### config.mk
export PLATFORM = sky130hd
export DESIGN_NAME = apb_slave_regfile
export DESIGN_NICKNAME = d
export VERILOG_FILES = /design/src/rtl/apb_slave_regfile.sv
export SDC_FILE = /design/constraint.sdc
export NUM_CORES = 1
export LEC_CHECK = 0
export BUFFER_PORTS_ARGS = -buffer_cell sky130_fd_sc_hd__clkbuf_2
export CAP_MARGIN = 20
export CORE_MARGIN = 8
export CORE_UTILIZATION = 64
export CTS_BUF_LIST = sky130_fd_sc_hd__clkbuf_8
export DETAILED_ROUTE_END_ITERATION = 7
export PLACE_DENSITY = 0.87
export SYNTH_ARGS = -nofsm -noshare
export SYNTH_HDL_FRONTEND = slang
export SYNTH_SLANG_ARGS = --single-unit
### constraint.sdc
create_clock -name pclk -period 4.85 [get_ports pclk]
set_clock_uncertainty 0.1 [all_clocks]
set_input_delay 0 -clock pclk [delete_from_list [all_inputs] [get_ports pclk]]
set_output_delay 0 -clock pclk [all_outputs]
set_load 0.05 [all_outputs]
### src/rtl/apb_slave_regfile.sv
// APB completer with a small 32-bit register file and programmable wait states.
// Ports:
//   pclk, presetn        - clock (rising edge), asynchronous active-low reset
//   psel/penable/pwrite  - APB control; slave responds when psel == SLAVE_ID
//   paddr/pwdata         - byte address and write data
//   pready/prdata/pslverr- registered response (held for one cycle)
//   status_in            - read-only value returned for register NUM_REGS-1
//   ctrl_out             - continuous copy of register 0
//   wr_strobe/wr_index   - one-cycle pulse and index on each successful write
module apb_slave_regfile #(
    parameter logic [1:0]  SLAVE_ID    = 2'd1,
    parameter int unsigned NUM_REGS    = 8,
    parameter int unsigned WAIT_STATES = 1
) (
    input  logic                        pclk,
    input  logic                        presetn,
    input  logic [1:0]                  psel,
    input  logic                        penable,
    input  logic                        pwrite,
    input  logic [31:0]                 paddr,
    input  logic [31:0]                 pwdata,
    output logic                        pready,
    output logic [31:0]                 prdata,
    output logic                        pslverr,
    input  logic [31:0]                 status_in,
    output logic [31:0]                 ctrl_out,
    output logic                        wr_strobe,
    output logic [$clog2(NUM_REGS)-1:0] wr_index
);

    localparam int unsigned IDX_W = $clog2(NUM_REGS);
    localparam int unsigned CNT_W = 4;
    localparam logic [IDX_W-1:0] LAST_IDX = IDX_W'(NUM_REGS - 1);
    localparam logic [31:0] ADDR_LIMIT = 32'(4 * NUM_REGS);

    typedef enum logic [1:0] {
        ST_IDLE = 2'd0,
        ST_WAIT = 2'd1,
        ST_RESP = 2'd2
    } state_t;

    state_t             state_q, state_d;
    logic [CNT_W-1:0]   cnt_q, cnt_d;
    logic               pready_q, pready_d;
    logic [31:0]        prdata_q, prdata_d;
    logic               pslverr_q, pslverr_d;
    logic               wr_strobe_q, wr_strobe_d;
    logic [IDX_W-1:0]   wr_index_q, wr_index_d;
    logic [31:0]        regs_q [NUM_REGS];
    logic [31:0]        regs_d [NUM_REGS];

    logic               sel_c;
    logic [IDX_W-1:0]   idx_c;
    logic               valid_c;

    // Address decode: aligned, in range, and not a write to the status window.
    always_comb begin
        sel_c   = (psel == SLAVE_ID);
        idx_c   = paddr[2 +: IDX_W];
        valid_c = (paddr[1:0] == 2'b00) && (paddr < ADDR_LIMIT)
                  && !(pwrite && (idx_c == LAST_IDX));
    end

    // Next-state and response logic.
    always_comb begin
        state_d     = state_q;
        cnt_d       = cnt_q;
        pready_d    = pready_q;
        prdata_d    = prdata_q;
        pslverr_d   = pslverr_q;
        wr_strobe_d = 1'b0;
        wr_index_d  = wr_index_q;
        regs_d      = regs_q;

        unique case (state_q)
            ST_IDLE: begin
                // A penable seen without a prior setup cycle is treated as setup.
                if (sel_c) begin
                    cnt_d   = CNT_W'(WAIT_STATES);
                    state_d = ST_WAIT;
                end
            end
            ST_WAIT: begin
                if (!sel_c) begin
                    state_d = ST_IDLE;
                end else if (penable) begin
                    if (cnt_q != CNT_W'(0)) begin
                        cnt_d = cnt_q - CNT_W'(1);
                    end else begin
                        pready_d = 1'b1;
                        state_d  = ST_RESP;
                        if (!valid_c) begin
                            prdata_d  = 32'd0;
                            pslverr_d = 1'b1;
                        end else if (pwrite) begin
                            regs_d[idx_c] = pwdata;
                            wr_strobe_d   = 1'b1;
                            wr_index_d    = idx_c;
                            pslverr_d     = 1'b0;
                        end else begin
                            prdata_d  = (idx_c == LAST_IDX) ? status_in : regs_q[idx_c];
                            pslverr_d = 1'b0;
                        end
                    end
                end
            end
            ST_RESP: begin
                // Response lasts one cycle; any new setup here is ignored.
                pready_d  = 1'b0;
                pslverr_d = 1'b0;
                state_d   = ST_IDLE;
            end
            default: begin
                state_d = ST_IDLE;
            end
        endcase
    end

    // State and output registers.
    always_ff @(posedge pclk or negedge presetn) begin
        if (!presetn) begin
            state_q     <= ST_IDLE;
            cnt_q       <= '0;
            pready_q    <= 1'b0;
            prdata_q    <= '0;
            pslverr_q   <= 1'b0;
            wr_strobe_q <= 1'b0;
            wr_index_q  <= '0;
            for (int i = 0; i < int'(NUM_REGS); i++) begin
                regs_q[i] <= '0;
            end
        end else begin
            state_q     <= state_d;
            cnt_q       <= cnt_d;
            pready_q    <= pready_d;
            prdata_q    <= prdata_d;
            pslverr_q   <= pslverr_d;
            wr_strobe_q <= wr_strobe_d;
            wr_index_q  <= wr_index_d;
            regs_q      <= regs_d;
        end
    end

    assign pready    = pready_q;
    assign prdata    = prdata_q;
    assign pslverr   = pslverr_q;
    assign wr_strobe = wr_strobe_q;
    assign wr_index  = wr_index_q;
    assign ctrl_out  = regs_q[0];

endmodule
==> summary.txt, run 1 <==
Status
  • Status: completed

Logic synthesis
  • Synthesized instance count: 939
  • Asr flop ratio synth: 100%
  • Synth area leaders: dfrtp_1 52%, mux2_2 19%, mux2_4 7.0%
  • Post-synth EDFFs: 0
  • Mean post-synth cell area: 13.7 um2
  • Post-synthesis sequential area ratio: 52.2%
  • Top-area cell type share of the netlist area: about 52%
  • Yosys cell types: 38
  • Yosys warnings: 0
  • Leading area contributor after synthesis: dfrtp_1
  • Yosys reg bits: 268
  • Synth Flop Type: dfrtp_1
  • Post-Syn Area: about 13,000 um2
  • Syn_nets: 1,043

Placed design
  • Post-DP HPWL: 19,400 um
  • Routability congestion estimate: 0.774
  • Port bufs: 171
  • Cell count after placement: roughly 1,300
  • Dpl ws: 1.35 ns

Clocking
  • Cts bufs inserted: 43
  • CTS clock-pin slew for the worst setup and hold paths: around 0.060 ns
  • PostCTS Resize Cnt: 0
  • TritonCTS clock tree: built
  • H-tree depth: 2
  • Root buffer cell: clkbuf_8
  • Clock Latency Late Sink: between 0.5 and 0.6 ns
  • CTS sink cnt: 268
  • Clock Tree Buf Depth: 3

STA
  • Max Slew Vio Count: 0
  • Setup violators final: 0
  • Period minus WS final: 3.56 ns
  • Final hold viol count: 0
  • Fmax: 281 MHz
  • Final period utilization: 73.5%
  • Worst Tran Pin Value: around 1.1 ns
  • Total negative setup slack: 0 ns
  • RSZ-0062 raised after global routing: no
  • Worst setup margin: 1.29 ns
  • Slew headroom: 25.2%

Run
  • Max Cap Viol: 0

Global route
  • Initial antenna violation count: 2
  • First-pass GRT wire length: ~55,000 um
  • Grt total ovfl: 0
  • Gr usage total: 28.6%
  • Vias in the first global route: 10,066
  • Pin count of the biggest net entering global routing: 141

Routing
  • Drc violations: 0
  • Final ANT Viol Nets: 0
  • DR pass1 iterations: 5
  • Vias post-DR: a little over 9,000
  • Post-Route WL: 34,800 um
  • Initial DRC Count: 566
  • Vias per Instance: slightly above 6
  • DR WL/cell: 23.9 um

Pwr
  • Pwr dens: 313 nW/um2
  • Total power: 4.83 mW
  • Peak supply drop: between 400 and 500 uV
  • Leakage: 7.83 nW

Worst setup path
  • CP Max Fanout: 23
  • Reg2Reg Launch Point: cnt_q[0]
  • Critical path arrival: 3.90 ns
  • R2R cell count: 7
  • Worst Path Required: around 5.2 ns
  • Critical Setup Path Class: flip-flop to flip-flop
  • R2r setup slk: roughly 1.3 ns
  • Crit. Startpoint: cnt_q[0]
  • Crit end category: flip-flop
  • Worst setup SP type: flip-flop

Floorplan
  • Row count: 52
  • Starting Density: 64.4%
  • Placeable Area: 20,000 um2
  • Die area: 24,900 um2
  • Die H: ~160 um
  • I/O Pins: 172
  • Die width: 158 um

Cells and area
  • FILL cells: between 1,000 and 1,500
  • Area Growth Syn to Fin: 20.1%
  • Share of cells above drive strength 1: 45.8%
  • Commonest non-fill, non-tap cell in the layout: dfrtp_1
  • Final #Nets: 1,256
  • Final Util: approximately 77%
  • Most frequent cells in the layout: 268 x dfrtp_1, 214 x mux2_2, 167 x clkbuf_2
  • Post-Layout Cell Count: 1,457

Min path
  • Worst Hold Class: primary input to asynchronous set/reset pin
[per-stage QoR]
step,cell area (um2),hold slack (ns)
global route,15400,0.107
CTS,15400,0.0741
detailed placement,13700,0.0837
finish,15400,0.0134
floorplan,12900,-0.396
global placement,13700,0.0825
[layer usage]
layer,GRT usage [%],wire (um),up-vias
met4,14.1,1480,0
met3,6.44,2190,104
met5,0,0,-
met1,34.8,14000,4674
met2,47.3,17100,389
li1,-,-,3919
[synthesized netlist by cell type (3+ instances only)]
cell type and number:
nor2_1 3, o211ai_1 12, o31ai_1 3, o21ai_0 17, buf_6 8, a2bb2oi_1 24
a211oi_1 21, mux2_1 11, buf_2 21, mux2i_1 26, mux2_4 60, nor2b_1 3
nand2b_1 3, mux2_2 214, nor4_1 8, nor3b_1 25, buf_1 8, nor4_4 7
o22ai_1 39, inv_1 5, nand2_1 11, buf_4 32, a22o_1 21, dfrtp_1 268
o2bb2ai_1 12, nor3_1 22, clkbuf_1 32, nand3_1 8
[report_power, final]
group | internal, mW | total (mW) | switching, mW
clock | 1.24 | 2.16 | 0.916
combinational | 0.153 | 0.407 | 0.254
sequential | 2.25 | 2.26 | 0.00983
[logic make-up (layout without fill, tap and decap cells)]
group,count (synthesis),count (layout),share of synthesized area (%)
AOI/OAI and AO/OA,154,154,8.82
adders and majority gates,2,2,0.195
buffers and inverters,106,352,4.70
DFF,268,268,52.2
muxes,311,311,28.7
other,0,2,0
and+or+nand+nor,98,98,5.36
[worst paths after layout]
kind / to
hold / removal: cnt_q[3]
min in group pclk: wr_index[1]
setup reg to reg: regs_q[147]
setup / recovery: regs_q[147]
hold reg to reg: cnt_q[3]
max in group asynchronous: ctrl_out[19]
[state kept, by name, indices dropped and copies added (netlist names)]
name,flops
wr_strobe,1
pslverr,1
pready,1
state_q,2
prdata,32
wr_index,3
regs_q,192
ctrl_out,32
cnt_q,4
[what timing repair did]
| item | 4_1_cts | 5_1_grt |
|---|---|---|
| setup buffers | 0 | 0 |
| hold buffers | 78 | 0 |
| endpoints found under the hold margin | 391 | 0 |
[cell type report]
| class | instances | area, um2 | area share [%] |
|---|---|---|---|
| well taps | 270 | 338 | 2.19 |
| inverters | 5 | 18.8 | 0.122 |
| flip-flops and latches | 268 | 6710 | 43.4 |
| clock buffers | 59 | 812 | 5.26 |
| diodes | 2 | 5.00 | 0.0324 |
| clock inverters | 19 | 156 | 1.01 |
| multi-input cells | 565 | 5560 | 36.0 |
| repair buffers | 269 | 1840 | 11.9 |
[critical path, stage by stage (launching register included)]
cell and delay (ns):
dfrtp_1 0.40, inv_1 0.09, ha_1 0.13, or3b_1 0.45
or3_1 0.74, nor4_4 0.85, buf_12 0.28, mux2_2 0.36
No activity file was read; power rests on OpenSTA's default activity.
==> inputs of run 2 (changes only) <==
Settings changed: CORE_UTILIZATION 64 to 54, PLACE_DENSITY 0.87 to 0.78.
Clock period 4.85 ns to 3 ns, I/O delays scaled along.
==> run 2 against run 1 <==
Critical path depth rose by 3. Utilization fell by 10 points. Routed wire length fell by 5.4%. Largest power group unchanged.
==> summary.txt, run 2 (synthesis results as in run 1) <==
Clocking
  • Clock Latency Late Sink: about 0.55 ns
  • Setup Buffers After CTS: 0
  • CTS clock-pin slew for the worst setup and hold paths: around 0.060 ns
  • Clock Tree Buf Depth: 3
  • CTS sink cnt: 268
  • TritonCTS clock tree: built
  • Cts bufs inserted: 45
  • Root buffer cell: clkbuf_8
  • H-tree depth: 2

Pwr
  • Leakage: slightly below 8 nW
  • Peak supply drop: 264 uV
  • Pwr dens: about 480 nW/um2

Cells and area
  • Share of cells above drive strength 1: 46.0%
  • Commonest non-fill, non-tap cell in the layout: dfrtp_1
  • FF+latch area: 6710 um2
  • Largest register FFs: around 190
  • Final Cell Area: 15,600 um2
  • Multi-input gate area: 5560 um2
  • Area Growth Syn to Fin: 21.7%
  • Final #Nets: ~1,300
  • Most frequent cells in the layout: 268 x dfrtp_1, 214 x mux2_2, 167 x clkbuf_2
  • Biggest register: regs_q
  • FILL cells: 1,686

Placed design
  • Post-DP HPWL: 20,600 um
  • Placed instance area: 13,900 um2
  • Dpl ws: slightly below 0.2 ns
  • Port bufs: ~170
  • Routability congestion estimate: 0.784

Routing
  • Final ANT Viol Nets: 0
  • Vias per Instance: about 5.8
  • Vias post-DR: 8,904
  • Post-Route WL: 32,900 um
  • Initial DRC Count: 508
  • Drc violations: 0
  • DR WL/cell: 21.6 um
  • DR pass1 iterations: 6

Worst setup path
  • CP Max Fanout: 15
  • Crit. Startpoint: cnt_q[0]
  • Crit end category: flip-flop
  • Most used cell, CP: buf_4
  • Critical path arrival: 3.17 ns
  • R2r setup slk: 0.16 ns
  • Worst Path Required: roughly 3.3 ns
  • Worst setup SP type: flip-flop
  • Critical path capture point: prdata[4]
  • R2R Path End: prdata[4]
  • Critical Setup Path Class: flip-flop to flip-flop
  • Reg2Reg Launch Point: cnt_q[0]
  • Slowest-stage cell, CP: dfrtp_1
  • R2R cell count: 10
  • Crit-path cells: inv_1, ha_1, or3b_1, or3_1, buf_4, buf_4, inv_1, o31ai_4, buf_4, a22o_1
  • Crit path largest cell delay: slightly above 0.4 ns

Floorplan
  • Die width: 170 um
  • I/O Pins: 172
  • Row count: between 50 and 60
  • Placeable Area: 23,400 um2
  • Die H: 170 um
  • Starting Density: 54.9%
  • Die area: approximately 29,000 um2

STA
  • Total negative setup slack: 0 ns
  • Final hold viol count: 0
  • Worst setup margin: 0.155 ns
  • Period minus WS final: 2.84 ns
  • Max Slew Vio Count: 0
  • Fmax: 352 MHz
  • RSZ-0062 raised after global routing: no
  • Final period utilization: 94.8%
  • Setup violators final: 0
  • Slew headroom: 29.7%
  • Worst Tran Pin Value: 1.05 ns

Global route
  • Gr usage total: a little under a quarter
  • First-pass GRT wire length: 53,200 um
  • Grt total ovfl: 0
  • Pin count of the biggest net entering global routing: 117
  • Vias in the first global route: 9,740
  • Initial antenna violation count: 1

Status
  • Status: completed

Min path
  • Worst Hold Class: primary input to flip-flop
  • Min-delay src: paddr[4]

Run
  • Max Cap Viol: 0
## run 2: critical path: cells and delay by family, from the launching register on
kind	cells	cell delay [ns]
fa+ha+maj	1	0.14
simple gates	2	0.72
compound gates	2	0.50
buf+inv	5	0.86
flops	1	0.41
## run 2: worst min path at each step
| stage | depth (start not counted) | endpoint | slack [ns] |
|---|---|---|---|
| 6_report | 2 | wr_index[2] | 0.03 |
| 5_1_grt | 2 | wr_index[2] | 0.02 |
| 4_1_cts | 2 | wr_index[2] | 0.008 |
| 3_5_place_dp | 1 | regs_q[214] | -0.15 |
| 3_3_place_gp | 1 | regs_q[214] | -0.15 |
| 2_1_floorplan | 0 | cnt_q[0] | -0.40 |
## run 2: where the power goes
group          switching, mW  internal, mW
registers             0.0172          3.64
logic                  0.412         0.268
clock network           1.43          1.72
total                   1.86          5.63
## run 2: area by class of cell
type | instances | share of cell area (%)
repair buffers | 289 | 13.3
diodes | 1 | 0.0160
flip-flops and latches | 268 | 42.9
clock inverters | 20 | 0.512
inverters | 5 | 0.120
well taps | 319 | 2.55
multi-input cells | 565 | 35.6
clock buffers | 58 | 5.10
## run 2: through the flow
stage,instances,power [mW],hold WS (ns),utilization (%)
4_1_cts,1524,7.54,0.00760,66.9
3_5_place_dp,1365,4.31,-0.150,59.6
5_1_grt,1525,7.78,0.0245,66.9
2_1_floorplan,939,4.02,-0.396,-
6_report,1525,7.49,0.0339,66.9
3_3_place_gp,1365,4.30,-0.151,59.6
## run 2: repair_timing
| item | CTS | global route |
|---|---|---|
| hold buffers | 81 | 0 |
| endpoints found under the hold margin | 531 | 0 |
| resized for setup | 0 | 0 |
| endpoints found under the setup margin | 0 | 0 |
## run 2: routing by layer
metal  vias up  GRT usage, %  part of all wire [%]
met2       313          37.7                    48
li1       3948             -                     -
met1      4571          29.2                    43
met5         -             0                     0
met3        72          4.89                   6.1
met4         0          8.28                   3.1
